$ cat src/rtl/if_pll_tuner_pkg.sv
// Shared definitions for the IF PLL tuner: FSM states, reconfig-core
// counter/parameter codes and tuning-word field positions.
package if_pll_tuner_pkg;

  typedef enum logic [2:0] {
    S_IDLE,
    S_WRITE,
    S_WAIT_W,
    S_RECONFIG,
    S_WAIT_R,
    S_ARESET,
    S_WAIT_LOCK
  } state_t;

  localparam logic [3:0] CT_M  = 4'b0001;
  localparam logic [3:0] CT_C0 = 4'b0100;

  localparam logic [2:0] CP_HIGH   = 3'b000;
  localparam logic [2:0] CP_LOW    = 3'b001;
  localparam logic [2:0] CP_BYPASS = 3'b100;
  localparam logic [2:0] CP_ODD    = 3'b101;

  localparam int unsigned M_MSB  = 15;
  localparam int unsigned M_LSB  = 8;
  localparam int unsigned C0_MSB = 7;
  localparam int unsigned C0_LSB = 0;

endpackage

$ cat src/rtl/if_pll_split.sv
// Splits a PLL counter value into the high/low/odd/bypass reconfig parameters.
module if_pll_split (
  input  logic [7:0] v,
  output logic [8:0] high,
  output logic [8:0] low,
  output logic [8:0] odd,
  output logic [8:0] bypass
);

  always_comb begin
    high   = ({1'b0, v} + 9'd1) >> 1;
    low    = {1'b0, v} >> 1;
    odd    = {8'd0, v[0]};
    bypass = {8'd0, (v == 8'd1)};
  end

endmodule

$ cat src/rtl/if_pll_tuner.sv
// Retunes a PLL through its reconfig core: eight parameter writes, reconfig,
// areset pulse, then waits for lock. One-deep pending slot for late requests.
module if_pll_tuner
  import if_pll_tuner_pkg::*;
#(
  parameter int unsigned LOCK_TIMEOUT  = 50000,
  parameter int unsigned BUSY_TIMEOUT  = 1023,
  parameter int unsigned ARESET_CYCLES = 4
) (
  input  logic        clk,
  input  logic        reset,
  input  logic [15:0] if_freq,
  input  logic        pll_freq_strobe,
  input  logic        busy,
  input  logic        pll_lock,
  output logic [3:0]  counter_type,
  output logic [2:0]  counter_param,
  output logic [8:0]  data_in,
  output logic        write_param,
  output logic        reconfig,
  output logic        pll_areset_in,
  output logic        locked,
  output logic        error,
  output logic        pending
);

  localparam int unsigned TMAX0 = (LOCK_TIMEOUT > BUSY_TIMEOUT) ? LOCK_TIMEOUT : BUSY_TIMEOUT;
  localparam int unsigned TMAX  = (TMAX0 > ARESET_CYCLES) ? TMAX0 : ARESET_CYCLES;
  localparam int unsigned TW    = $clog2(TMAX + 1);

  state_t        state, state_nxt;
  logic [7:0]    m_reg, c0_reg, m_nxt, c0_nxt, split_v;
  logic [15:0]   pend_freq, freq_src;
  logic [2:0]    idx, idx_nxt;
  logic [TW-1:0] tmo;
  logic          start, load_ctl, error_nxt;
  logic          first, busy_to, lock_to, areset_done;
  logic          lock_meta, lock_s;
  logic [8:0]    sp_high, sp_low, sp_odd, sp_bypass;

  // A queued request takes precedence over a fresh strobe when leaving IDLE.
  always_comb begin
    freq_src    = pending ? pend_freq : if_freq;
    start       = (state == S_IDLE) && (pending || pll_freq_strobe);
    m_nxt       = start ? freq_src[M_MSB:M_LSB] : m_reg;
    c0_nxt      = start ? freq_src[C0_MSB:C0_LSB] : c0_reg;
    first       = (tmo == '0);
    busy_to     = (tmo == TW'(BUSY_TIMEOUT - 1));
    lock_to     = (tmo == TW'(LOCK_TIMEOUT - 1));
    areset_done = (tmo == TW'(ARESET_CYCLES - 1));
  end

  always_comb begin
    state_nxt = state;
    idx_nxt   = idx;
    error_nxt = error;
    load_ctl  = 1'b0;
    case (state)
      S_IDLE: begin
        if (start) begin
          if (m_nxt == '0 || c0_nxt == '0) begin
            error_nxt = 1'b1;
          end else begin
            state_nxt = S_WRITE;
            idx_nxt   = '0;
            load_ctl  = 1'b1;
          end
        end
      end
      S_WRITE: state_nxt = S_WAIT_W;
      S_WAIT_W: begin
        if (!first && !busy) begin
          if (idx == 3'd7) begin
            state_nxt = S_RECONFIG;
          end else begin
            state_nxt = S_WRITE;
            idx_nxt   = idx + 3'd1;
            load_ctl  = 1'b1;
          end
        end else if (busy_to) begin
          error_nxt = 1'b1;
          state_nxt = S_IDLE;
        end
      end
      S_RECONFIG: state_nxt = S_WAIT_R;
      S_WAIT_R: begin
        if (!first && !busy) begin
          state_nxt = S_ARESET;
        end else if (busy_to) begin
          error_nxt = 1'b1;
          state_nxt = S_IDLE;
        end
      end
      S_ARESET: if (areset_done) state_nxt = S_WAIT_LOCK;
      S_WAIT_LOCK: begin
        if (lock_s) begin
          error_nxt = 1'b0;
          state_nxt = S_IDLE;
        end else if (lock_to) begin
          error_nxt = 1'b1;
          state_nxt = S_IDLE;
        end
      end
      default: state_nxt = S_IDLE;
    endcase
  end

  // Split the value of the write about to be issued so the control outputs
  // are registered and valid for the whole WRITE cycle.
  assign split_v = idx_nxt[2] ? c0_nxt : m_nxt;

  if_pll_split u_split (
    .v      (split_v),
    .high   (sp_high),
    .low    (sp_low),
    .odd    (sp_odd),
    .bypass (sp_bypass)
  );

  always_ff @(posedge clk) begin
    if (reset) begin
      state         <= S_IDLE;
      error         <= 1'b0;
      idx           <= '0;
      m_reg         <= '0;
      c0_reg        <= '0;
      tmo           <= '0;
      lock_meta     <= 1'b0;
      lock_s        <= 1'b0;
      pending       <= 1'b0;
      pend_freq     <= '0;
      counter_type  <= '0;
      counter_param <= '0;
      data_in       <= '0;
    end else begin
      state     <= state_nxt;
      error     <= error_nxt;
      idx       <= idx_nxt;
      m_reg     <= m_nxt;
      c0_reg    <= c0_nxt;
      tmo       <= (state_nxt != state || state == S_IDLE) ? '0 : tmo + TW'(1);
      lock_meta <= pll_lock;
      lock_s    <= lock_meta;
      if (pll_freq_strobe && (state != S_IDLE || pending)) begin
        pending   <= 1'b1;
        pend_freq <= if_freq;
      end else if (state == S_IDLE && pending) begin
        pending <= 1'b0;
      end
      if (load_ctl) begin
        counter_type <= idx_nxt[2] ? CT_C0 : CT_M;
        case (idx_nxt[1:0])
          2'd0: begin counter_param <= CP_HIGH;   data_in <= sp_high;   end
          2'd1: begin counter_param <= CP_LOW;    data_in <= sp_low;    end
          2'd2: begin counter_param <= CP_BYPASS; data_in <= sp_bypass; end
          2'd3: begin counter_param <= CP_ODD;    data_in <= sp_odd;    end
        endcase
      end
    end
  end

  assign write_param   = (state == S_WRITE);
  assign reconfig      = (state == S_RECONFIG);
  assign pll_areset_in = (state == S_ARESET);
  assign locked        = (state == S_IDLE) && lock_s && !error;

endmodule

$ cat config.mk
export PLATFORM = sky130hd
export DESIGN_NAME = if_pll_tuner
export DESIGN_NICKNAME = d
export VERILOG_FILES = /design/src/rtl/if_pll_tuner_pkg.sv /design/src/rtl/if_pll_split.sv /design/src/rtl/if_pll_tuner.sv
export SDC_FILE = /design/constraint.sdc
export NUM_CORES = 1
export LEC_CHECK = 0
export ABC_CLOCK_PERIOD_IN_PS = 3390
export BUFFER_PORTS_ARGS = -buffer_cell sky130_fd_sc_hd__buf_2
export CORE_ASPECT_RATIO = 1.5
export CORE_MARGIN = 3
export CORE_UTILIZATION = 40
export DETAILED_ROUTE_END_ITERATION = 10
export PLACE_DENSITY = 0.71
export REMOVE_ABC_BUFFERS = 1
export SETUP_SLACK_MARGIN = 0.02
export SYNTH_ARGS = -nofsm -noshare
export SYNTH_HDL_FRONTEND = slang
export SYNTH_HIERARCHICAL = 1
export SYNTH_SLANG_ARGS = --single-unit
$ cat constraint.sdc
create_clock -name clk -period 3.39 [get_ports clk]
set_input_delay 0.678 -clock clk [delete_from_list [all_inputs] [get_ports clk]]
set_output_delay 0.678 -clock clk [all_outputs]
set_load 0.05 [all_outputs]
==> results of run 1 <==
logic make-up after synthesis:
kind of cell             count (synthesis)  synth area share (%)
AND/OR/NAND/NOR                        177                  23.4
AO/OA/AOI/OAI                           79                  13.6
flip-flops                              71                  32.2
buffers and inverters                   70                  9.86
multiplexers                            53                  14.7
XOR/XNOR                                21                  4.16
adder cells (fa/ha/maj)                  7                  1.93
other                                    2                 0.170
worst paths after layout:
kind              start         end  slack [ns]  depth (start not counted)
max reg2reg     pending  data_in[0]        0.02                         12
min reg2reg   lock_meta      lock_s        0.43                          1
min           lock_meta      lock_s        0.43                          1
max          if_freq[9]  data_in[0]       -0.01                         13
layout make-up:
cell class | instances | area (um2) | area share [%]
antenna | 1 | 2.50 | 0.0469
clock inverter | 4 | 20.0 | 0.375
tap | 144 | 180 | 3.37
inverter | 12 | 45.0 | 0.844
multi-input combinational | 359 | 2710 | 50.8
sequential | 71 | 1420 | 26.6
clock buffer | 12 | 256 | 4.80
timing repair buffer | 106 | 702 | 13.1
worst max-delay path, delay by kind of cell:
family,cells,cell delay [ns]
AOI/OAI and AO/OA,4,0.84
adders and majority gates,1,0.12
buffers and inverters,2,0.15
muxes,3,0.72
and+or+nand+nor,3,1.15
per-stage QoR:
stage          cell area (um2)  setup WS [ns]  hold slack (ns)  cells
3_5_place_dp              4950         -0.522            0.422    688
4_1_cts                   5280         0.0307            0.434    707
6_report                  5340        -0.0107            0.433    709
3_3_place_gp              4950         -0.453            0.425    688
5_1_grt                   5340         -0.124            0.456    708
2_1_floorplan             4100          -1.47            0.414    442
layer usage:
layer / track usage (%) / up-vias
met2: 33.5 / 104
met1: 19.5 / 1854
met4: 9.59 / 0
li1: - / 1865
met5: 0 / -
met3: 3.79 / 31
cell usage in the layout, fill, tap and decap left out, types with 5 or more instances in the layout:
| cell type | n |
|---|---|
| dfxtp_1 | 70 |
| buf_4 | 66 |
| nand2_1 | 52 |
| buf_2 | 39 |
| mux2i_1 | 30 |
| nor2_1 | 28 |
| a21oi_1 | 22 |
| conb_1 | 22 |
| a211oi_1 | 15 |
| xor2_1 | 14 |
| nor3_1 | 13 |
| nor4_2 | 13 |
| nand3_1 | 12 |
| inv_1 | 10 |
| nor2b_1 | 9 |
| o221ai_1 | 9 |
| clkbuf_16 | 9 |
| mux4_2 | 8 |
| mux2_4 | 8 |
| nand3b_1 | 8 |
| nor4_1 | 7 |
| nand4_1 | 7 |
| xnor2_1 | 7 |
| mux2_2 | 5 |
| ha_1 | 5 |
Yosys cell counts (5+ instances only):
cell       n  area (um2)
nor4_1     7        43.8
ha_1       6        75.1
buf_4     31         233
nor2b_1    9        56.3
clkbuf_1  13        48.8
buf_2      6        30.0
mux2_2    13         146
nor3_1    13        65.1
mux4_2     8         180
xor2_1    14         123
buf_6      5        56.3
mux2i_1   31         310
o221ai_1   9        78.8
nand4_1    7        43.8
nand3_1   13        65.1
a211oi_1  15         113
dfxtp_1   71        1420
nand2_1   52         195
nor4_2    13         163
nand3b_1   8        60.1
inv_1     11        41.3
xnor2_1    7        61.3
nor2_1    28         105
a21oi_1   22         110
power by group through the flow:
stage                     sequential (W)  combinational [W]  clock, W
after floorplan                  0.00110           0.000496         0
after global placement           0.00100           0.000895         0
after CTS                       0.000992           0.000937  0.000887
after detailed placement         0.00101           0.000920         0
final                           0.000994           0.000965  0.000878
after global routing             0.00101            0.00105  0.000917
repair_timing:
item                       in CTS  in global routing
setup endpoints to repair       8                  7
hold endpoints to repair        0                  0
pin swaps                       2                  2
buffers inserted                3                  1
resized for setup               8                 12
==> qor.txt, run 1 <==
RSZ-0062 raised after global routing -> yes
Synth Flop Type -> dfxtp_1
post-detail-place hpwl -> 8.08 mm
met1 WL -> 4.20 mm
worst vdd ir -> 0.000327 V
register area share after synthesis -> 32.2%
P_leak -> 2.05 nW
min cycle time layout -> 3.40 ns
Switching Share -> 34.9%
WP data arrival -> 3.66 ns
Die Wd -> 91.8 um
clock skew -> 0.00594 ns
Cell Chain, Critical Path -> buf_2 -> or4_4 -> o22a_1 -> o221ai_2 -> o21a_4 -> mux4_2 -> mux2_4 -> inv_2 -> ha_1 -> or4b_4 -> nor4_2 -> mux2i_1 -> o221ai_1
largest net degree at the start of global routing -> 39
CTS max path bufs -> 2
Reg power frac -> 35.0%
required time worst endpoint -> 3.65 ns
die area -> 12400 um2
Vias/cell -> 5.44
Final setup viols -> 1
vias in the first global route -> 3887
Syn. warnings -> 6
Routed WL per cell -> 15.7 um
H-tree Lvls -> 3
final worst setup slack -> -0.0107 ns
ys async rst share -> 0%
IO Pins -> 43
mapped cell area -> 4420 um2
Fill cells -> 1024
metal3 WL -> 464 um
critical path launch point type -> primary input
first-pass GRT wire length -> 18.0 mm
Final GP Congestion -> 0.896
cts hold-fix bufs -> 0
initial antenna violation count -> 0
Post-synth EDFFs -> 0
share of layout cells above drive strength 1 -> 31.2%
Worst Tran Pin Value -> 0.799 ns
Clk pwr share -> 30.9%
core area -> 10700 um2
1st-iter DRT viols -> 242
clock-pin slew on the worst setup and hold paths -> 0.05 ns
post-layout util -> 49.9%
biggest regs -> pend_freq: 16 flops, tmo: 16 flops, data_in: 9 flops
post-synthesis cell type count -> 66
P per Cell Area -> 531 nW/um2
Hold Crit Class -> reg -> reg
top sig layer -> met4
Slowest-stage cell, CP -> or4_4
Antenna Nets Post-Route -> 0
GRT overflow -> 0
final-report hold violation count -> 0
Pint -> 0.00185 W
CP max FO -> 7
syn_area_per_cell -> 9.20 um2
Post-Synthesis Cells -> 480
vias -> 3854
Worst Setup Path Type -> in -> reg
Max Clk Rate -> 294 MHz
failing checks -> setup timing
total of max-cap violations -> 0
Die H -> 135 um
Rows -> 46
all-layer global routing usage -> 18.3%
Slew HR -> 46.8%
Combinational Power Share -> 34.0%
FF+latch count, synth -> 71
CTS root buffer -> clkbuf_16
slowest stage delay, CP -> 0.49 ns
CTS tree -> done
Final Slew Violations -> 0
clock latency on the worst-skew pair -> 0.34 ns
Crit. End Element -> flip-flop
routed wire length -> 11.1 mm
Clock Sinks -> 71
fin crit share -> 100%
CTS Buf Count -> 9
Initial Util -> 41.3%
input/output buffers -> 39
Pwr Total -> 0.00284 W
DR pass1 iterations -> 5
area grow syn2layout -> 20.9%
result of the run -> complete, but fails checks
Total Neg Setup Slack -> -0.0107 ns
Net Switching -> 0.000989 W
fin nets -> 586
met2 wire len -> 6.04 mm
drt drc -> 0
Power figures use the tool's default switching activity.
==> inputs of run 2 (changes only) <==
--- a/config.mk
+++ b/config.mk
@@ -5,6 +5,7 @@
 export SDC_FILE = /design/constraint.sdc
 export NUM_CORES = 1
 export LEC_CHECK = 0
+export ABC_AREA = 1
 export ABC_CLOCK_PERIOD_IN_PS = 3390
 export BUFFER_PORTS_ARGS = -buffer_cell sky130_fd_sc_hd__buf_2
 export CORE_ASPECT_RATIO = 1.5
==> run 2 against run 1 <==
Net effect:
- the flow now finishes without violations
- global-route usage fell by 1.3 points
- maximum frequency rose by 9.8%
- power fell by 2.9%
- flip-flop and latch count did not move
- non-clock buffer count fell by 36
- cell count rose by 19%
- clock power rose by 12%
- design area fell by 5.7%
- synthesized area fell by 2.0%
- combinational power fell by 16%
- first-iteration DRC count fell by 30%
- critical endpoint is now data_in[5]
==> qor.txt, run 2 <==
RSZ-0062 raised after global routing -> no (was yes)
first-pass GRT wire length -> 17.1 mm (was 18.0 mm)
IO Pins -> 43 (unchanged)
commonest non-fill, non-tap cells in the layout -> 157 x nand2_1, 74 x nor2_1, 71 x inv_1 (was 70 x dfxtp_1, 66 x buf_4, 52 x nand2_1)
all-layer global routing usage -> 16.9% (was 18.3%)
vias in the first global route -> 3887 (unchanged)
DR pass1 iterations -> 4 (was 5)
count leader, synth -> nand2_1 (was dfxtp_1)
worst vdd ir -> 0.000406 V (was 0.000327 V)
Die H -> 133 um (was 135 um)
Synth area leader -> dfxtp_1 (unchanged)
commonest non-fill, non-tap cell in the layout -> nand2_1 (was dfxtp_1)
CTS tree -> done (unchanged)
result of the run -> finished clean (was complete, but fails checks)
biggest regs -> pend_freq: 16 flops, tmo: 16 flops, data_in: 9 flops (unchanged)
CP Buf/Inv Count -> 3 (was 2)
Post-Synthesis Cells -> 650 (was 480)
Routed WL per cell -> 11.8 um (was 15.7 um)
Pwr Total -> 0.00275 W (was 0.00284 W)
Clock Sinks -> 71 (unchanged)
fin nets -> 726 (was 586)
P per Cell Area -> 547 nW/um2 (was 531 nW/um2)
total of max-cap violations -> 0 (unchanged)
final-report hold violation count -> 0 (unchanged)
Rows -> 45 (was 46)
Final Slew Violations -> 0 (unchanged)
Post-synth EDFFs -> 0 (unchanged)
GRT overflow -> 0 (unchanged)
Worst Setup Path Type -> reg -> reg (was in -> reg)
CP max FO -> 18 (was 7)
Synth area leaders -> dfxtp_1 33%, nand2_1 14%, nor2_1 6.4% (was dfxtp_1 32%, mux2i_1 7.0%, buf_4 5.3%)
initial antenna violation count -> 0 (unchanged)
CTS max path bufs -> 2 (unchanged)
CTS Buf Count -> 9 (unchanged)
min cycle time layout -> 3.10 ns (was 3.40 ns)
WP data arrival -> 3.31 ns (was 3.66 ns)
Vias/cell -> 4.78 (was 5.44)
Fill cells -> 1065 (was 1024)
cts hold-fix bufs -> 0 (unchanged)
mapped cell area -> 4330 um2 (was 4420 um2)
vias -> 4036 (was 3854)
syn_area_per_cell -> 6.66 um2 (was 9.20 um2)
Crit. End Element -> flip-flop (unchanged)
post-synthesis cell type count -> 38 (was 66)
P_leak -> 2.34 nW (was 2.05 nW)
critical path launch point type -> flip-flop (was primary input)
core area -> 10400 um2 (was 10700 um2)
slowest stage delay, CP -> 0.37 ns (was 0.49 ns)
Crit path top cell by count -> nand2_1
clock skew -> 0.00430 ns (was 0.00594 ns)
die area -> 12100 um2 (was 12400 um2)
clock-pin slew on the worst setup and hold paths -> 0.06 ns (was 0.05 ns)
1st-iter DRT viols -> 170 (was 242)
ys async rst share -> 0% (unchanged)
FF+latch count, synth -> 71 (unchanged)
top-area cell type share of the netlist area -> 32.9% (was 32.2%)
Hold Crit Class -> reg -> reg (unchanged)
register area share after synthesis -> 32.9% (was 32.2%)
H-tree Lvls -> 3 (unchanged)
fin crit share -> 91.3% (was 100%)
family with the most delay on the worst path -> simple AND/OR/NAND/NOR gates (unchanged)
top cells by count, synth -> 157 x nand2_1, 74 x nor2_1, 71 x dfxtp_1, 71 x inv_1, 50 x o21ai_0 (was 71 x dfxtp_1, 52 x nand2_1, 31 x buf_4, 31 x mux2i_1, 28 x nor2_1)
post-detail-place hpwl -> 7.26 mm (was 8.08 mm)
largest net degree at the start of global routing -> 28 (was 39)
final worst setup slack -> 0.294 ns (was -0.0107 ns)
Final GP Congestion -> 0.827 (was 0.896)
Die Wd -> 90.9 um (was 91.8 um)
n_diodes -> 0 (was 1)
share of layout cells above drive strength 1 -> 17.5% (was 31.2%)
Slew HR -> 54.9% (was 46.8%)
Syn. warnings -> 6 (unchanged)
placed insts -> 825 (was 688)
Setup Slack @ Placement -> -0.0769 ns (was -0.522 ns)
Area after DPL -> 4640 um2 (was 4950 um2)
input/output buffers -> 39 (unchanged)
Initial Util -> 41.8% (was 41.3%)
area grow syn2layout -> 16.4% (was 20.9%)
Worst Tran Pin Value -> 0.671 ns (was 0.799 ns)
CTS root buffer -> clkbuf_16 (unchanged)
required time worst endpoint -> 3.61 ns (was 3.65 ns)
Slowest-stage cell, CP -> dfxtp_1 (was or4_4)
final instance area -> 5030 um2 (was 5340 um2)
Cell Chain, Critical Path -> nor2_4 -> nand2_4 -> nor2_4 -> nand2_1 -> nand2_1 -> nand2_1 -> nor2_1 -> nand2_1 -> nand3_2 -> inv_2 -> o21ai_2 -> buf_12 -> nand3_1 -> o21ai_0 -> ha_2 -> nand3_2 -> o21ai_1 -> nand2_1 -> nand3b_1 -> nand2_1 -> inv_1 -> nand2_1 -> a21oi_1 (was buf_2 -> or4_4 -> o22a_1 -> o221ai_2 -> o21a_4 -> mux4_2 -> mux2_4 -> inv_2 -> ha_1 -> or4b_4 -> nor4_2 -> mux2i_1 -> o221ai_1)
Final setup viols -> 0 (was 1)
clock latency on the worst-skew pair -> 0.34 ns (about the same)
Synth Flop Type -> dfxtp_1 (unchanged)
routed wire length -> 9.93 mm (was 11.1 mm)
drt drc -> 0 (unchanged)
Antenna Nets Post-Route -> 0 (unchanged)
Max Clk Rate -> 323 MHz (was 294 MHz)
Final Non-Filler Cells -> 845 (was 709)
## run 2: changes by cell type after synthesis, sizes merged, moves of 9 or more
| cell | delta |
|---|---|
| nor4 | -17 |
| nand2 | +108 |
| a211oi | -14 |
| nor2b | -9 |
| inv | +64 |
| mux2i | -30 |
| mux2 | -14 |
| o21ai | +57 |
| o221ai | -10 |
| nor2 | +50 |
| nand3 | +34 |
## run 2: path summary, 6_finish.rpt
kind,slack [ns],from,cells past startpoint,endpoint
max,0.29,state[0],23,data_in[5]
min,0.41,lock_meta,2,lock_s
max reg2reg,0.29,state[0],23,data_in[5]
min reg2reg,0.41,lock_meta,2,lock_s
## run 2: layer usage
metal  GRT usage, %  up-vias  wire (um)
li1               -     2118          -
met1           18.4     1821       4060
met2           31.1       76       5200
met3           3.11       21        411
met4           8.22        0        263
met5              0        -          0
## run 2: kinds of logic (layout without fill, tap and decap cells)
family,Yosys count,after routing,share of synthesized area [%]
adder cells (fa/ha/maj),6,6,1.74
buffers and inverters,130,163,14.9
other,2,22,0.174
AO/OA/AOI/OAI,92,92,11.3
multiplexers,1,1,0.231
AND/OR/NAND/NOR,332,333,35.6
flip-flops,71,71,32.9
XOR/XNOR,16,16,3.24
## run 2: what timing repair did
item | in CTS | in global routing
endpoints found under the setup margin | 0 | 6
resized for setup | 0 | 16
setup buffers | 0 | 3
## run 2: worst min-delay path, delay by kind of cell (launching register included)
kind	cells	cell delay, ns
flops	1	0.29
buf+inv	1	0.04
simple gates	1	0.03
## run 2: cell type report
cell class	count	area (um2)	share of cell area, %
clock buffers	14	274	5.44
clock inverters	2	37.5	0.746
inverters	77	292	5.79
multi-input cells	470	2370	47.2
flip-flops and latches	71	1420	28.3
well taps	141	176	3.50
repair buffers	70	457	9.07
## run 2: report_power, final
| group | switching [W] | total, W | internal, W |
|---|---|---|---|
| Combinational | 0.000531 | 0.000812 | 0.000281 |
| Sequential | 0.0000407 | 0.000963 | 0.000922 |
| Clock | 0.000349 | 0.000980 | 0.000630 |
| Total | 0.000921 | 0.00275 | 0.00183 |
## run 2: stage by stage
| step | hold WS (ns) | util [%] | TNS [ns] |
|---|---|---|---|
| final | 0.407 | 48.6 | 0 |
| after floorplan | 0.388 | - | -1.96 |
| after global routing | 0.441 | 48.6 | 0 |
| after global placement | 0.392 | 44.8 | -0.0380 |
| after detailed placement | 0.402 | 44.8 | -0.141 |
| after CTS | 0.411 | 47.8 | 0 |
==> inputs of run 3 (changes only) <==
--- a/config.mk
+++ b/config.mk
@@ -8,13 +8,14 @@
 export ABC_AREA = 1
 export ABC_CLOCK_PERIOD_IN_PS = 3390
 export BUFFER_PORTS_ARGS = -buffer_cell sky130_fd_sc_hd__buf_2
+export CAP_MARGIN = 25
 export CORE_ASPECT_RATIO = 1.5
 export CORE_MARGIN = 3
 export CORE_UTILIZATION = 40
 export DETAILED_ROUTE_END_ITERATION = 10
 export PLACE_DENSITY = 0.71
 export REMOVE_ABC_BUFFERS = 1
-export SETUP_SLACK_MARGIN = 0.02
+export SETUP_SLACK_MARGIN = 0.3
 export SYNTH_ARGS = -nofsm -noshare
 export SYNTH_HDL_FRONTEND = slang
 export SYNTH_HIERARCHICAL = 1
==> constraint.sdc (replaced) <==
create_clock -name clk -period 3.39 [get_ports clk]
set_input_delay 0.678 -clock clk [delete_from_list [all_inputs] [get_ports clk]]
set_output_delay 0.678 -clock clk [all_outputs]
set_load 0.005 [all_outputs]
==> run 3 against run 2 <==
Net effect:
- worst hold slack gained 0.0015 ns
- register-to-register slack hardly changed
- first-iteration DRC count rose by 23%
- power grew 3.6%
- clock skew up 0.0038 ns
- die area unchanged
- maximum frequency down 0.47%
- setup slack worse by 0.015 ns
- via count rose by 6.2%
- critical endpoint is now data_in[6]
- largest power group unchanged
==> qor.txt, run 3 (same netlist as run 2, synthesis figures left out) <==
share of layout cells above drive strength 1 -> 25.2% (was 17.5%)
WP data arrival -> 3.33 ns (was 3.31 ns)
Vias/cell -> 4.95 (was 4.78)
CTS max path bufs -> 2 (unchanged)
Rows -> 45 (unchanged)
Worst Tran Pin Value -> 0.658 ns (was 0.671 ns)
die area -> 12100 um2 (unchanged)
RSZ-0062 raised after global routing -> yes (was no)
largest net degree at the start of global routing -> 28 (unchanged)
CTS tree -> done (unchanged)
vias -> 4285 (was 4036)
total of max-cap violations -> 0 (unchanged)
Final GP Congestion -> 0.827 (unchanged)
clock skew -> 0.00809 ns (was 0.00430 ns)
hold path depth -> 2 (unchanged)
flop-to-flop setup slack -> 0.28 ns (was 0.29 ns)
Final Slew Violations -> 0 (unchanged)
IO Pins -> 43 (unchanged)
commonest non-fill, non-tap cells in the layout -> 141 x nand2_1, 71 x nor2_1, 70 x inv_1 (was 157 x nand2_1, 74 x nor2_1, 71 x inv_1)
Fill cells -> 981 (was 1065)
final-report hold violation count -> 0 (unchanged)
Slew HR -> 56.1% (was 54.9%)
post-detail-place hpwl -> 7.26 mm (unchanged)
initial antenna violation count -> 0 (unchanged)
GRT overflow -> 0 (unchanged)
clock latency on the worst-skew pair -> 0.34 ns (about the same)
routed wire length -> 11.2 mm (was 9.93 mm)
required time worst endpoint -> 3.61 ns (about the same)
fin nets -> 747 (was 726)
Worst Setup Path Type -> reg -> reg (unchanged)
Setup Slack @ Placement -> -0.0769 ns (unchanged)
1st-iter DRT viols -> 209 (was 170)
P_leak -> 2.52 nW (was 2.34 nW)
Die H -> 133 um (unchanged)
Routed WL per cell -> 13.0 um (was 11.8 um)
vias in the first global route -> 3932 (was 3887)
Crit. End Element -> flip-flop (unchanged)
clock-pin slew on the worst setup and hold paths -> 0.06 ns (about the same)
area grow syn2layout -> 27.3% (was 16.4%)
Final setup viols -> 0 (unchanged)
Hold Crit Class -> reg -> reg (unchanged)
first-pass GRT wire length -> 17.3 mm (was 17.1 mm)
drt drc -> 0 (unchanged)
input/output buffers -> 39 (unchanged)
core area -> 10400 um2 (unchanged)
min cycle time layout -> 3.11 ns (was 3.10 ns)
H-tree Lvls -> 3 (unchanged)
Antenna Nets Post-Route -> 0 (unchanged)
all-layer global routing usage -> 17.2% (was 16.9%)
biggest regs -> pend_freq: 16 flops, tmo: 16 flops, data_in: 9 flops (unchanged)
FF-to-FF path depth -> 25 (was 23)
Die Wd -> 90.9 um (unchanged)
CTS root buffer -> clkbuf_16 (unchanged)
Hold Path Origin -> lock_meta (unchanged)
result of the run -> finished clean (unchanged)
Hold EP -> lock_s (unchanged)
fin crit share -> 91.8% (was 91.3%)
n_diodes -> 0 (unchanged)
CP max FO -> 8 (was 18)
CTS Buf Count -> 9 (unchanged)
Pwr Total -> 0.00285 W (was 0.00275 W)
DR pass1 iterations -> 4 (unchanged)
minimum hold slack -> 0.408 ns (was 0.407 ns)
Initial Util -> 41.8% (unchanged)
worst flop-to-flop path endpoint -> data_in[6] (was data_in[5])
worst vdd ir -> 0.000389 V (was 0.000406 V)
reg2reg start -> state[0] (unchanged)
critical path launch point type -> flip-flop (unchanged)
final worst setup slack -> 0.279 ns (was 0.294 ns)
commonest non-fill, non-tap cell in the layout -> nand2_1 (unchanged)
Max Clk Rate -> 321 MHz (was 323 MHz)
P per Cell Area -> 518 nW/um2 (was 547 nW/um2)
Clock Sinks -> 71 (unchanged)
[run 3: worst max path at each step]
stage	end	cells past startpoint	startpoint
final	data_in[6]	25	state[0]
after global routing	data_in[6]	24	state[0]
after CTS	data_in[6]	22	state[2]
after detailed placement	data_in[6]	24	pll_freq_strobe
after global placement	data_in[6]	24	pll_freq_strobe
after floorplan	data_in[5]	21	pending
[run 3: per-stage QoR]
stage | util, % | instances | cell area (um2) | TNS [ns]
6_report | 53.2 | 866 | 5510 | 0
2_1_floorplan | - | 617 | 4050 | 0
4_1_cts | 48.6 | 846 | 5030 | 0
3_5_place_dp | 44.8 | 825 | 4640 | -0.141
5_1_grt | 53.2 | 866 | 5510 | 0
3_3_place_gp | 44.8 | 825 | 4640 | -0.0380
[run 3: layout make-up]
type                       count  area, um2  share of cell area, %
tap                          141        176                   3.20
inverter                      77        292                   5.29
clock inverter                 2       37.5                  0.682
sequential                    71       1430                   26.0
timing repair buffer          89        661                   12.0
clock buffer                  14        274                   4.98
multi-input combinational    472       2640                   47.9
[run 3: timing repair]
action                                 CTS  global route
gates cloned                             0             4
setup buffers                            5            16
pin swaps                                4            35
hold buffers                             0             0
setup endpoints to repair                6             8
resized for setup                       15            76
endpoints found under the hold margin    0             0
[run 3: critical path: stages (launching register included)]
cell and delay [ns]:
dfxtp_4 0.36, nor2_4 0.18, buf_12 0.15, nand3_4 0.12
nand2_1 0.20, nand2_2 0.08, nand2_1 0.06, nor2_1 0.04
nand2_1 0.10, nand3_2 0.10, inv_2 0.09, o21ai_4 0.09
buf_12 0.15, buf_6 0.12, o21ai_4 0.20, buf_6 0.15
nand2_1 0.07, nor2_2 0.16, nand2_1 0.08, nand2_1 0.06
nand2_1 0.05, nand3b_1 0.14, nand2_1 0.09, inv_1 0.03
nand2_1 0.05, a21oi_1 0.06
[run 3: per-layer routing]
metal  global-route usage [%]  part of all wire, %  vias to the layer above
met5                        0                    0                        -
met1                     18.7                   40                     1958
met4                     8.14                  4.1                        0
met2                     31.7                   52                      121
met3                     3.11                  3.9                       41
li1                         -                    -                     2165
[run 3: power breakdown]
| part | switching, W | internal, W |
|---|---|---|
| Clock | 0.000356 | 0.000630 |
| Combinational | 0.000528 | 0.000375 |
| Sequential | 0.0000418 | 0.000923 |
